## src/rtl/hdmi_tx_pkg.sv

```systemverilog
// Shared definitions for the HDMI/DVI TMDS transmit encoder: mode encodings,
// fixed symbol codes (stored with bit 0 = first transmitted bit), TERC4 table.
package hdmi_tx_pkg;

    typedef logic [9:0] symbol_t;

    localparam logic [2:0] MODE_CONTROL      = 3'd0;
    localparam logic [2:0] MODE_VIDEO        = 3'd1;
    localparam logic [2:0] MODE_VIDEO_GUARD  = 3'd2;
    localparam logic [2:0] MODE_ISLAND       = 3'd3;
    localparam logic [2:0] MODE_ISLAND_GUARD = 3'd4;

    // Codes are written below in transmit order (leftmost char first); this flips them into bit order.
    function automatic symbol_t tx_order(input logic [9:0] s);
        symbol_t r;
        for (int unsigned i = 0; i < 10; i++) r[i] = s[9-i];
        return r;
    endfunction

    localparam symbol_t CTRL_CODE_00 = tx_order(10'b0010101011);
    localparam symbol_t CTRL_CODE_01 = tx_order(10'b1101010100);
    localparam symbol_t CTRL_CODE_10 = tx_order(10'b0010101010);
    localparam symbol_t CTRL_CODE_11 = tx_order(10'b1101010101);

    localparam symbol_t GUARD_CODE_A = tx_order(10'b1011001100);
    localparam symbol_t GUARD_CODE_B = tx_order(10'b0100110011);

    function automatic symbol_t ctrl_code(input logic [1:0] c);
        case (c)
            2'b00:   return CTRL_CODE_00;
            2'b01:   return CTRL_CODE_01;
            2'b10:   return CTRL_CODE_10;
            default: return CTRL_CODE_11;
        endcase
    endfunction

    function automatic symbol_t terc4_code(input logic [3:0] n);
        case (n)
            4'h0:    return tx_order(10'b1010011100);
            4'h1:    return tx_order(10'b1001100011);
            4'h2:    return tx_order(10'b1011100100);
            4'h3:    return tx_order(10'b1011100010);
            4'h4:    return tx_order(10'b0101110001);
            4'h5:    return tx_order(10'b0100011110);
            4'h6:    return tx_order(10'b0110001110);
            4'h7:    return tx_order(10'b0100111100);
            4'h8:    return tx_order(10'b1011001100);
            4'h9:    return tx_order(10'b0100111001);
            4'hA:    return tx_order(10'b0110011100);
            4'hB:    return tx_order(10'b1011000110);
            4'hC:    return tx_order(10'b1010001110);
            4'hD:    return tx_order(10'b1001110001);
            4'hE:    return tx_order(10'b0101100011);
            default: return tx_order(10'b1011000011);
        endcase
    endfunction

    function automatic logic [3:0] popcount8(input logic [7:0] v);
        logic [3:0] r;
        r = '0;
        for (int unsigned i = 0; i < 8; i++) r = r + {3'b000, v[i]};
        return r;
    endfunction

endpackage

```

## src/rtl/hdmi_tx_encode_lane.sv

```systemverilog
// Single TMDS lane: 3-stage pipeline (q_m / disparity / output) plus running cnt.
// Data-island support is built only when HDMI_TX_ENCODE_TERC4_EN is defined.
module hdmi_tx_encode_lane
    import hdmi_tx_pkg::*;
#(
    parameter int unsigned LANE_PAT = 0
) (
    input  logic       clk,
    input  logic       reset,
    input  logic       cke,
    input  logic [2:0] mode,
    input  logic [7:0] d,
    input  logic [1:0] c,
    input  logic [3:0] aux,
    output logic [9:0] sym
);

    logic [3:0]        n1;
    logic              use_xnor;
    logic [8:0]        qm;
    logic [2:0]        mode_n;

    logic [8:0]        s1_qm;
    logic [2:0]        s1_mode;
    logic [1:0]        s1_c;
    logic signed [5:0] s1_diff_wide;

    logic [8:0]        s2_qm;
    logic [2:0]        s2_mode;
    logic [1:0]        s2_c;
    logic signed [4:0] s2_diff;

    logic signed [4:0] cnt;
    logic signed [4:0] cnt_next;
    logic signed [5:0] cnt_ext;
    logic signed [5:0] diff_ext;
    logic signed [5:0] cnt_sum;
    symbol_t           video_sym;
    symbol_t           sym_next;

    always_comb begin
        n1       = popcount8(d);
        use_xnor = (n1 > 4'd4) || (n1 == 4'd4 && !d[0]);
        qm       = '0;
        qm[0]    = d[0];
        for (int unsigned i = 1; i < 8; i++)
            qm[i] = use_xnor ? ~(qm[i-1] ^ d[i]) : (qm[i-1] ^ d[i]);
        qm[8]    = ~use_xnor;
    end

    always_comb begin
        case (mode)
            MODE_VIDEO, MODE_VIDEO_GUARD:   mode_n = mode;
`ifdef HDMI_TX_ENCODE_TERC4_EN
            MODE_ISLAND, MODE_ISLAND_GUARD: mode_n = mode;
`endif
            default:                        mode_n = MODE_CONTROL;
        endcase
    end

    // diff spans -8..+8, so it is held in 5 bits rather than 4
    assign s1_diff_wide = $signed({1'b0, popcount8(s1_qm[7:0]), 1'b0}) - 6'sd8;

    always_ff @(posedge clk or negedge reset) begin
        if (!reset) begin
            s1_qm   <= '0;
            s1_mode <= MODE_CONTROL;
            s1_c    <= '0;
            s2_qm   <= '0;
            s2_mode <= MODE_CONTROL;
            s2_c    <= '0;
            s2_diff <= '0;
        end else if (cke) begin
            s1_qm   <= qm;
            s1_mode <= mode_n;
            s1_c    <= c;
            s2_qm   <= s1_qm;
            s2_mode <= s1_mode;
            s2_c    <= s1_c;
            s2_diff <= s1_diff_wide[4:0];
        end
    end

`ifdef HDMI_TX_ENCODE_TERC4_EN
    logic [3:0] s1_aux;
    logic [3:0] s2_aux;

    always_ff @(posedge clk or negedge reset) begin
        if (!reset) begin
            s1_aux <= '0;
            s2_aux <= '0;
        end else if (cke) begin
            s1_aux <= aux;
            s2_aux <= s1_aux;
        end
    end
`else
    logic unused_aux;
    assign unused_aux = ^aux;
`endif

    assign cnt_ext  = {cnt[4], cnt};
    assign diff_ext = {s2_diff[4], s2_diff};

    always_comb begin
        video_sym = '0;
        cnt_sum   = '0;
        if (cnt == 5'sd0 || s2_diff == 5'sd0) begin
            video_sym = {~s2_qm[8], s2_qm[8], s2_qm[8] ? s2_qm[7:0] : ~s2_qm[7:0]};
            cnt_sum   = s2_qm[8] ? cnt_ext + diff_ext : cnt_ext - diff_ext;
        end else if (cnt[4] == s2_diff[4]) begin
            video_sym = {1'b1, s2_qm[8], ~s2_qm[7:0]};
            cnt_sum   = cnt_ext + (s2_qm[8] ? 6'sd2 : 6'sd0) - diff_ext;
        end else begin
            video_sym = {1'b0, s2_qm[8], s2_qm[7:0]};
            cnt_sum   = cnt_ext + diff_ext - (s2_qm[8] ? 6'sd0 : 6'sd2);
        end
    end

    always_comb begin
        sym_next = ctrl_code(s2_c);
        cnt_next = '0;
        case (s2_mode)
            MODE_VIDEO: begin
                sym_next = video_sym;
                cnt_next = cnt_sum[4:0];
            end
            MODE_VIDEO_GUARD:  sym_next = (LANE_PAT == 1) ? GUARD_CODE_B : GUARD_CODE_A;
`ifdef HDMI_TX_ENCODE_TERC4_EN
            MODE_ISLAND:       sym_next = terc4_code(s2_aux);
            MODE_ISLAND_GUARD: sym_next = (LANE_PAT == 0) ? terc4_code({2'b11, s2_c}) : GUARD_CODE_B;
`endif
            default: ;
        endcase
    end

    always_ff @(posedge clk or negedge reset) begin
        if (!reset) begin
            sym <= CTRL_CODE_00;
            cnt <= '0;
        end else if (cke) begin
            sym <= sym_next;
            cnt <= cnt_next;
        end
    end

endmodule

```

## src/rtl/hdmi_tx_encode.sv

```systemverilog
// Multi-lane TMDS encoder top: CHANNELS lanes sharing mode and cke.
// Define HDMI_TX_ENCODE_TERC4_EN to enable data-island (TERC4) periods.
module hdmi_tx_encode
    import hdmi_tx_pkg::*;
#(
    parameter int unsigned CHANNELS = 3
) (
    input  logic                  clk,
    input  logic                  reset,
    input  logic                  cke,
    input  logic [2:0]            in_mode,
    input  logic [8*CHANNELS-1:0] in_d,
    input  logic [2*CHANNELS-1:0] in_c,
    input  logic [4*CHANNELS-1:0] in_aux,
    output logic [10*CHANNELS-1:0] out_d
);

    for (genvar i = 0; i < CHANNELS; i++) begin : g_lane
        hdmi_tx_encode_lane #(
            .LANE_PAT(i % 3)
        ) u_lane (
            .clk  (clk),
            .reset(reset),
            .cke  (cke),
            .mode (in_mode),
            .d    (in_d[8*i +: 8]),
            .c    (in_c[2*i +: 2]),
            .aux  (in_aux[4*i +: 4]),
            .sym  (out_d[10*i +: 10])
        );
    end

endmodule

```

## config.mk

```make
export PLATFORM = sky130hd
export DESIGN_NAME = hdmi_tx_encode
export DESIGN_NICKNAME = d
export VERILOG_FILES = /design/src/rtl/hdmi_tx_pkg.sv /design/src/rtl/hdmi_tx_encode_lane.sv /design/src/rtl/hdmi_tx_encode.sv
export SDC_FILE = /design/constraint.sdc
export NUM_CORES = 1
export LEC_CHECK = 0
export ABC_AREA = 1
export BUFFER_PORTS_ARGS = -buffer_cell sky130_fd_sc_hd__buf_2
export CORE_AREA = 2 2 136 138
export DETAILED_ROUTE_END_ITERATION = 6
export DIE_AREA = 0 0 138 140
export PLACE_DENSITY = 0.68
export SLEW_MARGIN = 20
export SYNTH_ARGS = -nofsm -noshare
export SYNTH_HDL_FRONTEND = slang
export SYNTH_SLANG_ARGS = --single-unit
```

## constraint.sdc

```tcl
create_clock -name clk -period 2.7 [get_ports clk]
set_input_delay 0.135 -clock clk [delete_from_list [all_inputs] [get_ports clk]]
set_output_delay 0.135 -clock clk [all_outputs]
set_load 0.01 [all_outputs]
```

==> results.md <==
- Hold_sp: in_d[0]
- Reg2reg setup slack: -0.20 ns
- Yosys cell types: 43
- Final Hold Vio Count: 0
- Global-route wire length before repair: 32200 um
- Pleak: 5.16 nW
- Starting DRT DRC Count: 431
- Layout area overhead: 21.5%
- Rel. slew slack: 0.419
- Fin nets: 1288
- Failing checks: setup timing
- Clock root buffer: clkbuf_16
- Max VDD drop: 585 uV
- Routed wire per std cell: 13.7 um
- Worst Path Max Fanout: 2
- Final worst setup slack: -0.203 ns
- Sequential fraction of the synthesis area: 0.377
- CTS tree: built
- Yosys reg bits: 126
- Cell area after synthesis: 8420 um2
- Gr usage total: 0.204
- Hold EP: g_lane[0].u_lane.s1_qm[0]$_DFFE_PN0P_
- Cell count after placement: 1329
- Clk_lat worst skew: 0.42 ns
- TNS Setup: -1.71 ns
- Antenna diodes: 0
- Worst Path Buf+Inv: 2
- Avg Vias per Cell: 4.95
- Arrival @ worst endpoint: 3.25 ns
- Fillers: 1611
- Most common cell after layout, fill and taps aside: nand2_1
- FF-to-FF path depth: 9
- YS warnings: 0
- Hold_ws: 0.0206 ns
- Syn_nets: 1175
- Hold Path Depth: 4
- Most frequent cells in the layout: nand2_1 (230), inv_1 (148), dfrtp_1 (111), o21ai_0 (85), nor2_1 (64)
- Power Total: 0.00963 W
- Global placement routability congestion: 0.900
- Skew final: 0.00723 ns
- Worst-path cell chain: ha_1 -> inv_1 -> fa_1 -> fa_1 -> inv_2 -> fa_2 -> fa_2 -> nand2_1 -> o21ai_1
- I/O Buffers: 65
- Clock buffer depth: 2
- Initial antenna violation count: 0
- FF-to-FF End: g_lane[0].u_lane.s2_diff[2]$_DFFE_PN0P_
- Initial Util: 0.474
- Endpoint type of the worst setup path: flip-flop
- DRT Wirelength: 18900 um
- Worst endpoint required time: 3.04 ns
- Core Rows: 49
- Die Y-Extent: 140 um
- Syn Area/Cell: 8.22 um2
- Outcome: finished, violations left
- Num CTS Buffers: 17
- Final ANT Viol Nets: 0
- MaxCap Viol Count: 0
- Die area: 19300 um2
- GR Overflow Total: 0
- Core ar.: 17800 um2
- Critical setup path kind: flip-flop to flip-flop
- DPL Wire Length: 13600 um
- Slowest CP cell: fa_2
- Fmax: 344 MHz
- Ratio of cells with drive above 1 in the final layout: 0.205
- Pre-antenna DRT Iters: 7
- Clock Sink Count: 126
- Slew Limit Fails: 0
- I/O pin cnt: 78
- Reg2Reg Launch Point: g_lane[0].u_lane.s1_qm[0]$_DFFE_PN0P_
- CTS HTree Levels: 4
- Final period utilization: 1.08
- Clk slew on worst S/H paths: 0.06 ns
- Crit path max-delay family: adder cells
- Hold Path Class: primary input to flip-flop
- DRC: 0
- Unrepaired setup endpoints after global routing: yes
- Die span in x: 138 um
- Fin cells: 1380
- Startpoint Class: flip-flop
- Vias in the first global route: 6696
- Worst-Margin Slew: 0.871 ns
- Crit-path max cell delay: 0.54 ns
- Power Density: 941 nW/um2
- Period minus WS final: 2.90 ns
- Synthesized instance count: 1025
- Total number of vias: 6831
- Largest net degree at the start of global routing: 97
- Final setup viols: 14
power by group:
part	switching (W)	internal (W)
Combinational	0.00265	0.00192
Clock	0.000914	0.00140
Sequential	0.000382	0.00236
Total	0.00395	0.00568
worst max path at each step:
| stage | start | slack (ns) | depth (start not counted) | end |
|---|---|---|---|---|
| 2_1_floorplan | in_d[1] | -0.32 | 17 | g_lane[0].u_lane.s1_qm[7]$_DFFE_PN0P_ |
| 3_3_place_gp | in_d[0] | -0.57 | 16 | g_lane[0].u_lane.s1_qm[7]$_DFFE_PN0P_ |
| 3_5_place_dp | in_d[0] | -0.64 | 16 | g_lane[0].u_lane.s1_qm[7]$_DFFE_PN0P_ |
| 4_1_cts | g_lane[0].u_lane.s1_qm[1]$_DFFE_PN0P_ | -0.20 | 9 | g_lane[0].u_lane.s2_diff[2]$_DFFE_PN0P_ |
| 5_1_grt | in_d[0] | -0.36 | 18 | g_lane[0].u_lane.s1_qm[7]$_DFFE_PN0P_ |
| 6_report | g_lane[0].u_lane.s1_qm[0]$_DFFE_PN0P_ | -0.20 | 9 | g_lane[0].u_lane.s2_diff[2]$_DFFE_PN0P_ |
cells in the mapped netlist, drive strengths merged:
| library cell | n | area, um2 |
|---|---|---|
| o31ai | 1 | 7.51 |
| clkinv | 1 | 3.75 |
| or2 | 10 | 62.6 |
| ha | 63 | 788 |
| a21oi | 39 | 199 |
| and2 | 1 | 6.26 |
| fa | 39 | 781 |
| dfrtp | 111 | 2780 |
| a31oi | 3 | 18.8 |
| clkbuf | 14 | 56.3 |
| inv | 166 | 626 |
| buf | 14 | 76.3 |
| o211ai | 8 | 60.1 |
| o41ai | 1 | 8.76 |
| dfstp | 15 | 394 |
| a221o | 2 | 20.0 |
| nand3 | 63 | 315 |
| nand2 | 245 | 945 |
| and3 | 1 | 6.26 |
| o221ai | 5 | 43.8 |
| o21ai | 107 | 562 |
| xnor2 | 7 | 61.3 |
| o22ai | 2 | 12.5 |
| nor2 | 68 | 260 |
| nand4 | 7 | 50.1 |
| nand3b | 11 | 95.1 |
| xor2 | 21 | 184 |
logic make-up (layout without fill, tap and decap cells):
family / after synthesis / count (layout) / synth area share
and+or+nand+nor: 406 / 406 / 0.207
buffers and inverters: 195 / 321 / 0.0905
AOI/OAI and AO/OA: 168 / 168 / 0.111
DFF: 126 / 126 / 0.377
adders and majority gates: 102 / 102 / 0.186
xor gates and xnor gates: 28 / 28 / 0.0291
metal layers:
metal / wire (um) / vias up / part of all wire / GRT usage
li1: - / 3472 / - / -
met1: 8680 / 3215 / 0.46 / 0.267
met2: 9220 / 116 / 0.49 / 0.346
met3: 568 / 28 / 0.030 / 0.0410
met4: 382 / 0 / 0.020 / 0.0623
met5: 0 / - / 0 / 0
stage by stage:
| step | setup WS [ns] | utilization | area, um2 |
|---|---|---|---|
| after floorplan | -0.319 | - | 8500 |
| after global placement | -0.573 | 0.523 | 9300 |
| after detailed placement | -0.639 | 0.523 | 9300 |
| after CTS | -0.197 | 0.569 | 10100 |
| after global routing | -0.358 | 0.576 | 10200 |
| final | -0.203 | 0.576 | 10200 |
registers in the layout, indices dropped and copies added (netlist names):
name	flops
g_lane.u_lane.cnt	12
g_lane.u_lane.s1_c	6
g_lane.u_lane.s1_mode	3
g_lane.u_lane.s1_qm	27
g_lane.u_lane.s2_c	6
g_lane.u_lane.s2_diff	12
g_lane.u_lane.s2_mode	3
g_lane.u_lane.s2_qm	27
g_lane.u_lane.sym	30
repair_timing:
item | in CTS | in global routing
resized for setup | 18 | 25
hold endpoints to repair | 55 | 0
endpoints found under the setup margin | 14 | 24
hold buffers | 11 | 0
buffers inserted | 5 | 4
pin swaps | 5 | 8
worst reg2reg max path, cell delays in order, from the launching register on:
cell     delay [ns]
dfrtp_1        0.39
ha_1           0.33
inv_1          0.08
fa_1           0.43
fa_1           0.52
inv_2          0.04
fa_2           0.35
fa_2           0.54
nand2_1        0.05
o21ai_1        0.11
layout make-up:
cell class	instances	area, um2	share of cell area
Sequential cell	126	3170	0.310
Clock inverter	14	159	0.0155
Multi-Input combinational cell	704	4680	0.458
Timing Repair Buffer	122	863	0.0844
Tap cell	229	287	0.0280
Clock buffer	18	439	0.0429
Inverter	167	632	0.0617
Power figures use the tool's default switching activity.
